## src/rtl/srp16_run_controller_if.sv

```systemverilog
// Memory read port and dump stream of the SRP16 run controller.
// The controller is the master; the memory and the dump consumer sit on the slave side.
interface srp16_run_controller_if #(
    parameter int ADDR_W = 16,
    parameter int DATA_W = 16,
    parameter int WIN_W  = 1
);
    logic              mem_req;
    logic [ADDR_W-1:0] mem_addr;
    logic              mem_ack;
    logic [DATA_W-1:0] mem_rdata;
    logic              dump_valid;
    logic              dump_ready;
    logic [WIN_W-1:0]  dump_win;
    logic [ADDR_W-1:0] dump_addr;
    logic [DATA_W-1:0] dump_data;

    modport master (
        output mem_req, mem_addr,
        input  mem_ack, mem_rdata,
        output dump_valid, dump_win, dump_addr, dump_data,
        input  dump_ready
    );

    modport slave (
        input  mem_req, mem_addr,
        output mem_ack, mem_rdata,
        input  dump_valid, dump_win, dump_addr, dump_data,
        output dump_ready
    );
endinterface

```

## src/rtl/srp16_run_controller.sv

```systemverilog
// Run/dump sequencer for SRP16: resets the core, gates its clock enable for a
// budget, until halt or by single steps, then streams memory windows to the host.
module srp16_run_controller #(
    parameter int ADDR_W     = 16,
    parameter int DATA_W     = 16,
    parameter int CYC_W      = 32,
    parameter int N_WIN      = 2,
    parameter int RST_CYCLES = 2
) (
    input  logic                    clk,
    input  logic                    reset,
    input  logic                    start,
    input  logic                    abort,
    input  logic [1:0]              mode,
    input  logic [CYC_W-1:0]        ncycles,
    input  logic                    step,
    input  logic                    cpu_halt,
    output logic                    cpu_rst_n,
    output logic                    cpu_ce,
    input  logic [N_WIN*ADDR_W-1:0] win_base,
    input  logic [N_WIN*ADDR_W-1:0] win_size,
    srp16_run_controller_if.master  bus,
    output logic [CYC_W-1:0]        cycle_count,
    output logic                    busy,
    output logic                    done,
    output logic [1:0]              status
);
    localparam int WIN_W = (N_WIN > 1) ? $clog2(N_WIN) : 1;
    localparam int RC_W  = (RST_CYCLES > 1) ? $clog2(RST_CYCLES) : 1;
    localparam logic [WIN_W-1:0] LAST_WIN = WIN_W'(N_WIN - 1);
    localparam logic [RC_W-1:0]  RST_LAST = RC_W'(RST_CYCLES - 1);

    localparam logic [1:0] ST_NONE   = 2'd0;
    localparam logic [1:0] ST_BUDGET = 2'd1;
    localparam logic [1:0] ST_HALT   = 2'd2;
    localparam logic [1:0] ST_ABORT  = 2'd3;

    localparam logic [1:0] MODE_BUDGET = 2'd0;
    localparam logic [1:0] MODE_STEP   = 2'd2;
    localparam logic [1:0] MODE_EITHER = 2'd3;

    typedef enum logic [2:0] {
        S_IDLE,
        S_RESET,
        S_RUN,
        S_STEP,
        S_SEL,
        S_REQ,
        S_OUT,
        S_DONE
    } state_t;

    state_t state, state_nxt;
    logic [1:0] status_nxt;
    logic       launch;

    logic [1:0]        mode_l;
    logic [CYC_W-1:0]  ncycles_l;
    logic [ADDR_W-1:0] base_l [N_WIN];
    logic [ADDR_W-1:0] size_l [N_WIN];

    logic [RC_W-1:0]   rst_cnt;
    logic              step_pend;
    logic [WIN_W-1:0]  win_idx;
    logic [ADDR_W-1:0] word_idx;
    logic [ADDR_W-1:0] mem_addr_r;
    logic [WIN_W-1:0]  dump_win_r;
    logic [ADDR_W-1:0] dump_addr_r;
    logic [DATA_W-1:0] dump_data_r;
    logic              mem_req_c;
    logic              dump_valid_c;

    logic budget_on;
    logic halt_on;
    logic win_end;
    logic active;

    assign budget_on = (mode_l == MODE_BUDGET) || (mode_l == MODE_EITHER);
    assign halt_on   = mode_l[0];
    assign win_end   = (word_idx == size_l[win_idx]);
    assign active    = (state != S_IDLE) && (state != S_DONE);

    always_ff @(posedge clk or negedge reset) begin
        if (!reset) begin
            state  <= S_IDLE;
            status <= ST_NONE;
        end else begin
            state  <= state_nxt;
            status <= status_nxt;
        end
    end

    always_comb begin
        state_nxt    = state;
        status_nxt   = status;
        launch       = 1'b0;
        cpu_rst_n    = 1'b1;
        cpu_ce       = 1'b0;
        mem_req_c    = 1'b0;
        dump_valid_c = 1'b0;
        busy         = active;
        done         = 1'b0;

        case (state)
            S_IDLE, S_DONE: begin
                cpu_rst_n = (state == S_DONE);
                done      = (state == S_DONE);
                if (start && !abort) begin
                    state_nxt  = S_RESET;
                    status_nxt = ST_NONE;
                    launch     = 1'b1;
                end
            end
            S_RESET: begin
                cpu_rst_n = 1'b0;
                if (rst_cnt == RST_LAST) begin
                    if (mode_l == MODE_STEP) begin
                        state_nxt = S_STEP;
                    end else if (budget_on && (ncycles_l == '0)) begin
                        state_nxt  = S_SEL;
                        status_nxt = ST_BUDGET;
                    end else begin
                        state_nxt = S_RUN;
                    end
                end
            end
            S_RUN: begin
                cpu_ce = 1'b1;
                // Halt takes priority when it coincides with the last budget cycle.
                if (halt_on && cpu_halt) begin
                    state_nxt  = S_SEL;
                    status_nxt = ST_HALT;
                end else if (budget_on && (cycle_count == ncycles_l - 1'b1)) begin
                    state_nxt  = S_SEL;
                    status_nxt = ST_BUDGET;
                end
            end
            S_STEP: begin
                cpu_ce = step_pend;
                if (cpu_halt) begin
                    state_nxt  = S_SEL;
                    status_nxt = ST_HALT;
                end
            end
            S_SEL: begin
                if (!win_end) begin
                    state_nxt = S_REQ;
                end else if (win_idx == LAST_WIN) begin
                    state_nxt = S_DONE;
                end
            end
            S_REQ: begin
                mem_req_c = 1'b1;
                if (bus.mem_ack) begin
                    state_nxt = S_OUT;
                end
            end
            S_OUT: begin
                dump_valid_c = 1'b1;
                if (bus.dump_ready) begin
                    state_nxt = S_SEL;
                end
            end
            default: begin
                state_nxt = S_IDLE;
            end
        endcase

        if (active && abort) begin
            state_nxt  = S_DONE;
            status_nxt = ST_ABORT;
        end
    end

    always_ff @(posedge clk or negedge reset) begin
        if (!reset) begin
            mode_l      <= '0;
            ncycles_l   <= '0;
            for (int k = 0; k < N_WIN; k++) begin
                base_l[k] <= '0;
                size_l[k] <= '0;
            end
            rst_cnt     <= '0;
            step_pend   <= 1'b0;
            win_idx     <= '0;
            word_idx    <= '0;
            mem_addr_r  <= '0;
            dump_win_r  <= '0;
            dump_addr_r <= '0;
            dump_data_r <= '0;
            cycle_count <= '0;
        end else begin
            if (launch) begin
                mode_l      <= mode;
                ncycles_l   <= ncycles;
                for (int k = 0; k < N_WIN; k++) begin
                    base_l[k] <= win_base[k*ADDR_W +: ADDR_W];
                    size_l[k] <= win_size[k*ADDR_W +: ADDR_W];
                end
                rst_cnt     <= '0;
                win_idx     <= '0;
                word_idx    <= '0;
                cycle_count <= '0;
            end else if (cpu_ce && (cycle_count != '1)) begin
                cycle_count <= cycle_count + 1'b1;
            end

            if (state == S_RESET) begin
                rst_cnt <= rst_cnt + 1'b1;
            end

            // A sampled step pulse enables the core for exactly the following cycle.
            step_pend <= (state == S_STEP) && (state_nxt == S_STEP) && step;

            if (state == S_SEL) begin
                if (!win_end) begin
                    mem_addr_r <= base_l[win_idx] + word_idx;
                end else if (win_idx != LAST_WIN) begin
                    win_idx  <= win_idx + 1'b1;
                    word_idx <= '0;
                end
            end

            if ((state == S_REQ) && bus.mem_ack && !abort) begin
                dump_win_r  <= win_idx;
                dump_addr_r <= mem_addr_r;
                dump_data_r <= bus.mem_rdata;
            end

            if ((state == S_OUT) && bus.dump_ready && !abort) begin
                word_idx <= word_idx + 1'b1;
            end
        end
    end

    assign bus.mem_req    = mem_req_c;
    assign bus.mem_addr   = mem_addr_r;
    assign bus.dump_valid = dump_valid_c;
    assign bus.dump_win   = dump_win_r;
    assign bus.dump_addr  = dump_addr_r;
    assign bus.dump_data  = dump_data_r;
endmodule

```

## src/flat_wrapper.sv

```systemverilog
// flat-port wrapper written by rule: the top's interface ports become plain ports
module srp16_run_controller_flat 
#(
    parameter int ADDR_W     = 16,
    parameter int DATA_W     = 16,
    parameter int CYC_W      = 32,
    parameter int N_WIN      = 2,
    parameter int RST_CYCLES = 2
)
  (clk, reset, start, abort, mode, ncycles, step, cpu_halt, cpu_rst_n, cpu_ce, win_base, win_size, cycle_count, busy, done, status, bus_mem_req, bus_mem_addr, bus_mem_ack, bus_mem_rdata, bus_dump_valid, bus_dump_win, bus_dump_addr, bus_dump_data, bus_dump_ready);
  srp16_run_controller_if #(.ADDR_W(ADDR_W), .DATA_W(DATA_W), .WIN_W(1)) bus_i ();
  input  logic clk;
  input  logic reset;
  input  logic start;
  input  logic abort;
  input  logic [1:0] mode;
  input  logic [CYC_W-1:0] ncycles;
  input  logic step;
  input  logic cpu_halt;
  output logic cpu_rst_n;
  output logic cpu_ce;
  input  logic [N_WIN*ADDR_W-1:0] win_base;
  input  logic [N_WIN*ADDR_W-1:0] win_size;
  output logic [CYC_W-1:0] cycle_count;
  output logic busy;
  output logic done;
  output logic [1:0] status;
  output wire logic [$bits(bus_i.mem_req)-1:0] bus_mem_req;
  output wire logic [$bits(bus_i.mem_addr)-1:0] bus_mem_addr;
  input wire logic [$bits(bus_i.mem_ack)-1:0] bus_mem_ack;
  input wire logic [$bits(bus_i.mem_rdata)-1:0] bus_mem_rdata;
  output wire logic [$bits(bus_i.dump_valid)-1:0] bus_dump_valid;
  output wire logic [$bits(bus_i.dump_win)-1:0] bus_dump_win;
  output wire logic [$bits(bus_i.dump_addr)-1:0] bus_dump_addr;
  output wire logic [$bits(bus_i.dump_data)-1:0] bus_dump_data;
  input wire logic [$bits(bus_i.dump_ready)-1:0] bus_dump_ready;
  assign bus_mem_req = bus_i.mem_req;
  assign bus_mem_addr = bus_i.mem_addr;
  assign bus_i.mem_ack = bus_mem_ack;
  assign bus_i.mem_rdata = bus_mem_rdata;
  assign bus_dump_valid = bus_i.dump_valid;
  assign bus_dump_win = bus_i.dump_win;
  assign bus_dump_addr = bus_i.dump_addr;
  assign bus_dump_data = bus_i.dump_data;
  assign bus_i.dump_ready = bus_dump_ready;
  srp16_run_controller #(.ADDR_W(ADDR_W), .DATA_W(DATA_W), .CYC_W(CYC_W), .N_WIN(N_WIN), .RST_CYCLES(RST_CYCLES)) u_core (.clk(clk), .reset(reset), .start(start), .abort(abort), .mode(mode), .ncycles(ncycles), .step(step), .cpu_halt(cpu_halt), .cpu_rst_n(cpu_rst_n), .cpu_ce(cpu_ce), .win_base(win_base), .win_size(win_size), .bus(bus_i), .cycle_count(cycle_count), .busy(busy), .done(done), .status(status));
endmodule
```

## config.mk

```make
export PLATFORM = sky130hd
export DESIGN_NAME = srp16_run_controller_flat
export DESIGN_NICKNAME = d
export VERILOG_FILES = /design/src/rtl/srp16_run_controller_if.sv /design/src/rtl/srp16_run_controller.sv /design/src/flat_wrapper.sv
export SDC_FILE = /design/constraint.sdc
export NUM_CORES = 1
export LEC_CHECK = 0
export ABC_CLOCK_PERIOD_IN_PS = 3850
export BUFFER_PORTS_ARGS = -buffer_cell sky130_fd_sc_hd__buf_4
export CAP_MARGIN = 5
export CORE_MARGIN = 2
export CORE_UTILIZATION = 30
export DETAILED_ROUTE_END_ITERATION = 12
export PLACE_DENSITY_LB_ADDON = 0.1
export SLEW_MARGIN = 15
export SYNTH_ARGS = -nofsm -noshare
export SYNTH_HDL_FRONTEND = slang
export SYNTH_SLANG_ARGS = --single-unit
```

## constraint.sdc

```tcl
create_clock -name clk -period 3.85 [get_ports clk]
set_input_delay 0.385 -clock clk [delete_from_list [all_inputs] [get_ports clk]]
set_output_delay 0.385 -clock clk [all_outputs]
set_load 0.03 [all_outputs]
```

== Yosys cells after proc, flatten, opt, wreduce, memory -nomap -nowiden ==
Cells that the tools add are included.

* Muxes and demuxes: 48
* Order comparisons: 1
* $add $sub $neg: 6
* Bitwise gates (word level): 2
* Reductions and logical operators: 25
* Equal/unequal tests: 20

{| class="wikitable"
|+ Operator list
! operator !! number
|-
| 16-bit two-way mux || 11
|-
| 32-bit two-way mux || 2
|-
| 3-bit two-way mux || 12
|-
| 32-bit by 1-bit adder with 32-bit output, second input constant || 1
|-
| 32-bit == test || 1
|-
| 32-bit zero test || 1
|-
| 32-bit != test, second input constant || 1
|-
| 32-bit by 1-bit subtractor with 32-bit output, second input constant || 1
|-
| 3-bit one-hot mux with 7 select lines || 1
|-
| 16-bit by 1-bit adder with 16-bit output, second input constant || 1
|-
| 16-bit adder || 1
|-
| 16-bit == test || 1
|-
| 2-bit two-way mux || 8
|-
| 1-bit logical AND || 13
|-
| 3-bit == test, second input constant || 4
|-
| 1-bit two-way mux || 11
|-
| 3-bit by 2-bit == test with 1-bit output, second input constant || 3
|-
| 3-bit by 1-bit != test with 1-bit output, second input constant || 3
|-
| 2-bit one-hot mux with 4 select lines || 1
|-
| 7-bit AND reduction || 1
|-
| 3-bit != test, second input constant || 2
|-
| 5-bit nonzero test || 1
|-
| 2-bit == test, second input constant || 2
|-
| 4-bit by 1-bit != test with 1-bit output, second input constant || 1
|-
| 15 further kinds || 18
|}

* Flip-flop bits (word level): 203
* Input port bits: 122

== Depth between registers and ports, before layout ==
Gate-level depths: netlist of run 1.

* Word-level depth: 11
* Mapped depth: 15

== Worst setup path after synthesis of run 1 ==
OpenSTA, ideal clock, no wires.

* Path kind: reg-to-reg
* From: reg u_core.win_idx
* To: reg u_core.mem_addr_r[15] (netlist: u_core.bus.mem_addr[15])
* Path buffers: 2
* Stages on the path, launching flop included: 15
* Setup slack: 510 ps
* Arrival: 3205 ps
* Setup time: 134 ps
* Path through: dfrtp_1 > clkbuf_1 > clkbuf_1 > mux2i_1 > inv_1 > ha_1 > a211oi_1 > o211a_1 > o2111ai_1 > o211ai_1 > o21ai_0 > a21o_1 > a21oi_1 > xnor2_1 > o21ai_0

* Cells in the longest elaborated chain, start to end: 7

{| class="wikitable"
|+ Ends and longest elaborated chain
! element !! RTL line !! text
|-
| from (decl) || srp16_run_controller.sv:64 || <nowiki>logic [WIN_W-1:0] win_idx;</nowiki>
|-
| from (signal assigned) || srp16_run_controller.sv:219 || <nowiki>win_idx <= win_idx + 1'b1;</nowiki>
|-
| 1-bit inverter with 2-bit output (implied by the code) (*) || srp16_run_controller.sv:80, srp16_run_controller.sv:217 ||
|-
| parallel branches: the longest is 6 deep, another holds 16-bit adder || - ||
|-
| to (signal assigned) || srp16_run_controller.sv:217 || <nowiki>mem_addr_r <= base_l[win_idx] + word_idx;</nowiki>
|-
| to (decl) || srp16_run_controller.sv:66 || <nowiki>logic [ADDR_W-1:0] mem_addr_r;</nowiki>
|}

Every way passes the cells marked *. The select of a mux whose other input is x is not followed.
A chain may end at the register's enable or synchronous reset.

== Worst setup path after layout of run 1 ==
* From: reg u_core.ncycles_l[0]
* To: reg u_core.state[1]

* Cells in the longest elaborated chain, start to end: 7

{| class="wikitable"
|+ Ends and longest elaborated chain
! element !! RTL line !! text
|-
| from (decl) || srp16_run_controller.sv:58 || <nowiki>logic [CYC_W-1:0] ncycles_l;</nowiki>
|-
| from (signal assigned) || srp16_run_controller.sv:195 || <nowiki>ncycles_l <= ncycles;</nowiki>
|-
| 32-bit by 1-bit subtractor with 32-bit output or 32-bit zero test (tied branches) || srp16_run_controller.sv:133, srp16_run_controller.sv:119 ||
|-
| 32-bit == test or 1-bit logical AND (tied branches) || srp16_run_controller.sv:133, srp16_run_controller.sv:119 ||
|-
| 1-bit logical AND or 3-bit two-way mux (tied branches) || srp16_run_controller.sv:133, srp16_run_controller.sv:119 ||
|-
| 3-bit two-way mux, on equally long branches || srp16_run_controller.sv:133, srp16_run_controller.sv:117 ||
|-
| 3-bit two-way mux, on equally long branches || srp16_run_controller.sv:130, srp16_run_controller.sv:116 ||
|-
| 3-bit one-hot mux with 7 select lines (*) || srp16_run_controller.sv:104 || <nowiki>case (state)</nowiki>
|-
| 3-bit two-way mux (*) || srp16_run_controller.sv:169 || <nowiki>if (active && abort) begin</nowiki>
|-
| net u_core.state_nxt[1] || srp16_run_controller.sv:53 || <nowiki>state_t state, state_nxt;</nowiki>
|-
| to (signal assigned) || srp16_run_controller.sv:88 || <nowiki>state <= state_nxt;</nowiki>
|-
| to (decl) || srp16_run_controller.sv:53 ||
|}

Mark *: on every way through the listed nets, which the timed path passes. The rest lies on a longest branch.

==> flow_summary.json, run 1 <==
{
  "required_ns": 4.28,
  "wl_um": 31900,
  "numCtsBuffers": 27,
  "post_cts_resized": 0,
  "drive_above_1_share": 0.345,
  "hold_viol": 0,
  "dieWidth_um": 195,
  "avgSynthCellArea_um2": 10.7,
  "drcViolationCount": 0,
  "ff2ff_path_depth": 11,
  "synth_area_um2": 10900,
  "yosysUniqueCellTypes": 67,
  "cts_setup_buffers": 0,
  "synth_area_leaders": "dfrtp_1 (47%), mux2_2 (15%), xnor2_1 (4.5%)",
  "grt_max_degree": 122,
  "setup_viol": 0,
  "min_from": "ncycles[22]",
  "synth.most_common_cell": "dfrtp_1",
  "firstDrtPassIters": 5,
  "gr-total-overflow": 0,
  "ys_seq_area_frac": 0.466,
  "globalRouteTotalUtil": 0.167,
  "yosys_most_used_dff": "dfrtp_1",
  "slew_violations": 0,
  "rows": 69,
  "portBuffers": 210,
  "fmaxAchievable_mhz": 287,
  "synth-edff-count": 0,
  "whs_path_depth": 3,
  "antenna_found_initial": 1,
  "critPathArrivalTime_ns": 3.92,
  "detail_route.wl_per_cell_um": 18.6,
  "drv_cap": 0,
  "clock_path_buffers": 3,
  "finalCritPeriodShare": 0.906,
  "ant_nets": 0,
  "synth_top_cell_area_share": 0.466,
  "gp_congestion": 0.881,
  "grt_pass1_vias": 8501,
  "n_fill_cell": 3553,
  "synth_seq_cells": 203,
  "ios": 211,
  "yosys_warnings": 0,
  "vias_per_cell": 4.95,
  "p_leak_nw": 6.19,
  "clk_latency_ns": 0.54,
  "slowest_delay_ns": 0.56,
  "worst_slack_ns": 0.363,
  "slowest_stage": "or4_4",
  "outcome": "complete, no violations",
  "worst-setup-path-type": "reg2reg",
  "grt_pass1_wl_um": 50300,
  "hold_end": "u_core.ncycles_l[22]",
  "layout.nets": 1373,
  "cts_tree": "yes",
  "start_kind": "flop",
  "worstReg2RegEnd": "u_core.state[1]",
  "ir_drop_mv": 0.301,
  "hold_buffers": 1,
  "min_path_type": "in2reg",
  "worst_pin_slew_ns": 0.884,
  "cts-root-buf": "clkbuf_16",
  "max_slew_margin": 0.411,
  "dpl.hpwl_um": 23700,
  "yosys-top-cells-count": "dfrtp_1 (203), mux2_2 (144), nand2_1 (78)",
  "synth_fp_nets": 1164,
  "num_vias": 8481,
  "clkTransAtPathRegs_ns": 0.06,
  "yosys.area.top_type": "dfrtp_1",
  "rsz0062_at_grt": "false",
  "h-tree-depth": 1,
  "r2r_start": "u_core.ncycles_l[0]",
  "syn_inst": 1022,
  "tns_ns": 0,
  "start_util": 0.306,
  "synthArstFlopShare": 1.00,
  "drt_iter0_markers": 478,
  "fp.dieH_um": 195,
  "die_area_um2": 37900,
  "r2r_slack_ns": 0.36,
  "powerDensity_nw_per_um2": 715,
  "syn_to_final_growth_pct": 28.1,
  "cp_max_fo": 6,
  "min_period_ns": 3.49,
  "design.core.area_um2": 35700,
  "clock_sinks": 203,
  "dp_slack_ns": 0.394,
  "final.setup_skew_ns": 0.0106,
  "crit_path_end_kind": "flop",
  "path_cells": "inv_1 > ha_1 > or4b_1 > nor4_1 > mux2i_1 > o211ai_1 > nor4b_1 > nand4_1 > or4_4 > o21ai_1 > nand2_1"
}
[state kept, by name, indices dropped and copies added, names as in the netlist]
register,flops
u_core.base_l,32
u_core.bus.dump_win,1
u_core.step_pend,1
u_core.rst_cnt,1
u_core.cycle_count,32
u_core.win_idx,1
u_core.bus.mem_addr,16
u_core.mode_l,2
u_core.ncycles_l,32
u_core.bus.dump_addr,16
u_core.state,3
u_core.bus.dump_data,16
u_core.size_l,32
u_core.status,2
u_core.word_idx,16
[stage by stage]
stage                     hold slack (ns)  cell area (um2)  cells  utilization  power [mW]
after floorplan                    0.0894            10900   1022            -        6.11
after global placement              0.480            13000   1662        0.366        7.44
after detailed placement            0.474            13000   1662        0.366        7.46
after CTS                          0.0425            14000   1712        0.392        10.1
after global routing               0.0537            14000   1712        0.392        10.7
final                              0.0714            14000   1713        0.392        9.99
[cells by family (layout without fill, tap and decap cells)]
kind of cell,count (synthesis),after routing,synth area share
and+or+nand+nor,309,309,0.146
muxes,164,164,0.167
DFF,203,203,0.466
AOI/OAI and AO/OA,154,154,0.0889
other,0,1,0
xor gates and xnor gates,103,103,0.0827
buffers and inverters,69,298,0.0260
adders and majority gates,20,20,0.0236
[how the worst max path moves through the flow]
stage / endpoint / slack, ns / startpoint
4_1_cts: u_core.state[1] / 0.40 / u_core.ncycles_l[0]
5_1_grt: u_core.state[1] / 0.11 / u_core.ncycles_l[0]
2_1_floorplan: u_core.bus.mem_addr[15] / 0.51 / u_core.win_idx
6_report: u_core.state[1] / 0.36 / u_core.ncycles_l[0]
3_5_place_dp: u_core.state[1] / 0.39 / u_core.ncycles_l[0]
3_3_place_gp: u_core.state[1] / 0.49 / u_core.ncycles_l[0]
[power by group]
group          switching, mW  leakage, nW  total (mW)  internal (mW)
combinational           1.99         3.18        3.76           1.77
sequential             0.706         2.56        3.63           2.92
clock                  0.989        0.451        2.60           1.62
[cell usage in the layout (no fill, tap or decap), types with 24 or more instances in the layout]
cell       Yosys  layout
dfrtp_1      203     202
mux2_2       144     144
xnor2_1       56      56
nor2_1        75      74
buf_4          0     224
xor2_1        47      47
a21oi_1       28      28
o21ai_0       60      60
nor3_1        24      24
clkbuf_16      0      27
nand2_1       78      78
[worst max-delay path, delay by kind of cell (launching register included)]
| family | cells | cell delay, ns |
|---|---|---|
| flops | 1 | 0.43 |
| compound gates | 2 | 0.25 |
| simple gates | 6 | 2.10 |
| buf+inv | 1 | 0.10 |
| mux | 1 | 0.25 |
| fa+ha+maj | 1 | 0.25 |
[cell type report]
type | count | area, um2 | share of cell area
multi-input cells | 750 | 5560 | 0.398
clock inverters | 13 | 179 | 0.0128
inverters | 20 | 75.1 | 0.00537
flip-flops and latches | 203 | 5080 | 0.364
repair buffers | 229 | 1770 | 0.126
well taps | 461 | 577 | 0.0413
diodes | 1 | 2.50 | 0.000179
clock buffers | 36 | 739 | 0.0529
[layer usage]
metal,wire length [um],up-vias,global-route usage
li1,-,4110,-
met1,15700,4112,0.249
met2,13700,220,0.249
met3,1760,39,0.0292
met4,634,0,0.0402
met5,0,-,0
Power figures use the tool's default switching activity.
==> inputs of run 2 (changes only) <==
--- a/config.mk
+++ b/config.mk
@@ -11,6 +11,7 @@
 export CORE_MARGIN = 2
 export CORE_UTILIZATION = 30
 export DETAILED_ROUTE_END_ITERATION = 12
+export GPL_TIMING_DRIVEN = 0
 export PLACE_DENSITY_LB_ADDON = 0.1
 export SLEW_MARGIN = 15
 export SYNTH_ARGS = -nofsm -noshare
==> constraint.sdc (replaced) <==
create_clock -name clk -period 3.85 [get_ports clk]
set_input_delay 0.385 -clock clk [delete_from_list [all_inputs] [get_ports clk]]
set_output_delay 0.385 -clock clk [all_outputs]
set_load 0.1 [all_outputs]
==> run 2 against run 1 <==
  * Clock power hardly changed
  * Die area stayed put
  * Final cell count is 1.7% higher
  * Non-clock buffer count is 31 higher
  * Setup slack worse by 0.13 ns
  * Core utilization is 0.41 points higher
  * Register-to-register slack worse by 0.13 ns
  * Power is 15% higher
  * Worst hold slack worse by 0.0012 ns
  * Maximum frequency is 3.5% lower
  * Largest cell class unchanged
  * Highest routed layer unchanged
==> flow_summary.json, run 2 (synthesized netlist as in run 1, its figures left out) <==
{
  "clock_sinks": 203,
  "numCtsBuffers": 26,
  "crit_path_end_kind": "flop",
  "final_common_cell": "buf_4",
  "final.setup_skew_ns": 0.00655,
  "wl_met2_um": 14100,
  "cp_max_fo": 6,
  "p_seq_frac": 0.307,
  "drv_cap": 0,
  "clk_latency_ns": 0.54,
  "h-tree-depth": 1,
  "power.share.combinational": 0.468,
  "fmaxAchievable_mhz": 277,
  "cts-root-buf": "clkbuf_16",
  "setup_viol": 0,
  "clock_path_buffers": 3,
  "slowest_delay_ns": 0.58,
  "die_area_um2": 37900,
  "dpl.cell_count": 1694,
  "grt_pass1_wl_um": 52100,
  "cts_setup_buffers": 0,
  "syn_to_final_growth_pct": 29.5,
  "slew_violations": 0,
  "swShare": 0.448,
  "n_antenna_cell": 0,
  "ir_drop_mv": 0.414,
  "ios": 211,
  "slowest_stage": "or4_4",
  "layout.nets": 1403,
  "dpl.hpwl_um": 24800,
  "start_util": 0.306,
  "p_sw_mw": 5.17,
  "rows": 69,
  "dp_slack_ns": -0.677,
  "fp.dieH_um": 195,
  "min_period_ns": 3.61,
  "required_ns": 4.28,
  "fin_cells": 1742,
  "portBuffers": 209,
  "max_slew_margin": 0.439,
  "worst-setup-path-type": "reg2reg",
  "wl_um": 33200,
  "final_cell_mix": "buf_4 (209), dfrtp_1 (203), mux2_2 (144)",
  "start_kind": "flop",
  "intPower_mw": 6.37,
  "clkTransAtPathRegs_ns": 0.06,
  "top_layer_used": "met4",
  "drt_iter0_markers": 553,
  "outcome": "complete, no violations",
  "worst_slack_ns": 0.235,
  "finalCritPeriodShare": 0.939,
  "powerDensity_nw_per_um2": 817,
  "critPathArrivalTime_ns": 4.04,
  "hold_viol": 0,
  "gp_congestion": 0.857,
  "cts_tree": "yes",
  "dieWidth_um": 195,
  "gr-total-overflow": 0,
  "clkPwrFrac": 0.226,
  "min_path_type": "in2reg",
  "drcViolationCount": 0,
  "num_vias": 8776,
  "vias_per_cell": 5.04,
  "design.core.area_um2": 35700,
  "path_cells": "inv_1 > ha_2 > or4b_4 > o31a_1 > a311oi_1 > o22ai_1 > nor4b_1 > nand4_1 > or4_4 > o21ai_1 > nand2_1",
  "ant_nets": 0,
  "globalRouteTotalUtil": 0.176,
  "wl_met3_um": 2020,
  "firstDrtPassIters": 5,
  "grt_max_degree": 86,
  "antenna_found_initial": 0,
  "p_leak_nw": 6.23,
  "m1WireLength_um": 16400,
  "detail_route.wl_per_cell_um": 19.0,
  "grt_pass1_vias": 8719,
  "worst_pin_slew_ns": 0.834,
  "drive_above_1_share": 0.337,
  "r2r_slack_ns": 0.24
}
==> run 2: cell types whose count changed in the layout (fill, tap and decap cells not counted), sizes merged <==
cell	before	now
clkinvlp	1	0
inv	22	20
buf	227	223
clkbuf	37	74
diode	1	0
==> run 2: layout make-up <==
cell class / count / area, um2
inverter: 20 / 75.1
sequential: 203 / 5080
fill: 3631 / 21500
clock inverter: 10 / 150
multi-input combinational: 750 / 5610
clock buffer: 38 / 767
tap: 461 / 577
timing repair buffer: 212 / 1640
buffer: 48 / 223
==> run 2: power groups by stage <==
stage               Sequential (mW)  Clock, mW  Combinational (mW)
CTS                            3.54       2.70                5.39
global route                   3.67       2.78                5.75
finish                         3.54       2.60                5.40
detailed placement             3.58          0                5.37
global placement               3.55          0                5.33
floorplan                      5.09          0                2.42
==> run 2: worst paths after layout <==
path,from,endpoint,cells past startpoint
max,u_core.ncycles_l[0],u_core.state[1],11
min,mode[0],u_core.mode_l[0],3
max reg2reg,u_core.ncycles_l[0],u_core.state[1],11
min reg2reg,u_core.base_l[2],u_core.base_l[2],1
max in group asynchronous,reset,u_core.base_l[16],4
min in group asynchronous,reset,u_core.ncycles_l[9],2
==> run 2: repair_timing <==
action	4_1_cts	5_1_grt
hold buffers	1	0
setup endpoints to repair	18	18
gates resized for setup	8	15
pin swaps	0	1
gates cloned	0	0
endpoints found under the hold margin	38	0
==> run 2: through the flow <==
step                      hold WS [ns]  power, mW  setup TNS (ns)  utilization  cell area (um2)
after floorplan                 0.0894       7.51               0            -            10900
after global placement           0.485       8.89           -5.53        0.366            13100
after detailed placement         0.297       8.95           -5.01        0.368            13100
after CTS                       0.0453       11.6               0        0.395            14100
after global routing            0.0482       12.2        -0.00444        0.396            14100
final                           0.0702       11.5               0        0.396            14100
==> run 2: worst max-delay path, delay by kind of cell, from the launching register on <==
kind / cells / cell delay (ns)
buffers and inverters: 1 / 0.11
flip-flops: 1 / 0.44
adder cells (fa/ha/maj): 1 / 0.25
AO/OA/AOI/OAI: 4 / 0.99
AND/OR/NAND/NOR: 5 / 1.70
==> run 2: metal layers <==
metal,track usage,vias up
met1,0.267,4315
li1,-,4166
met5,0,-
met2,0.255,249
met4,0.0447,0
met3,0.0319,46
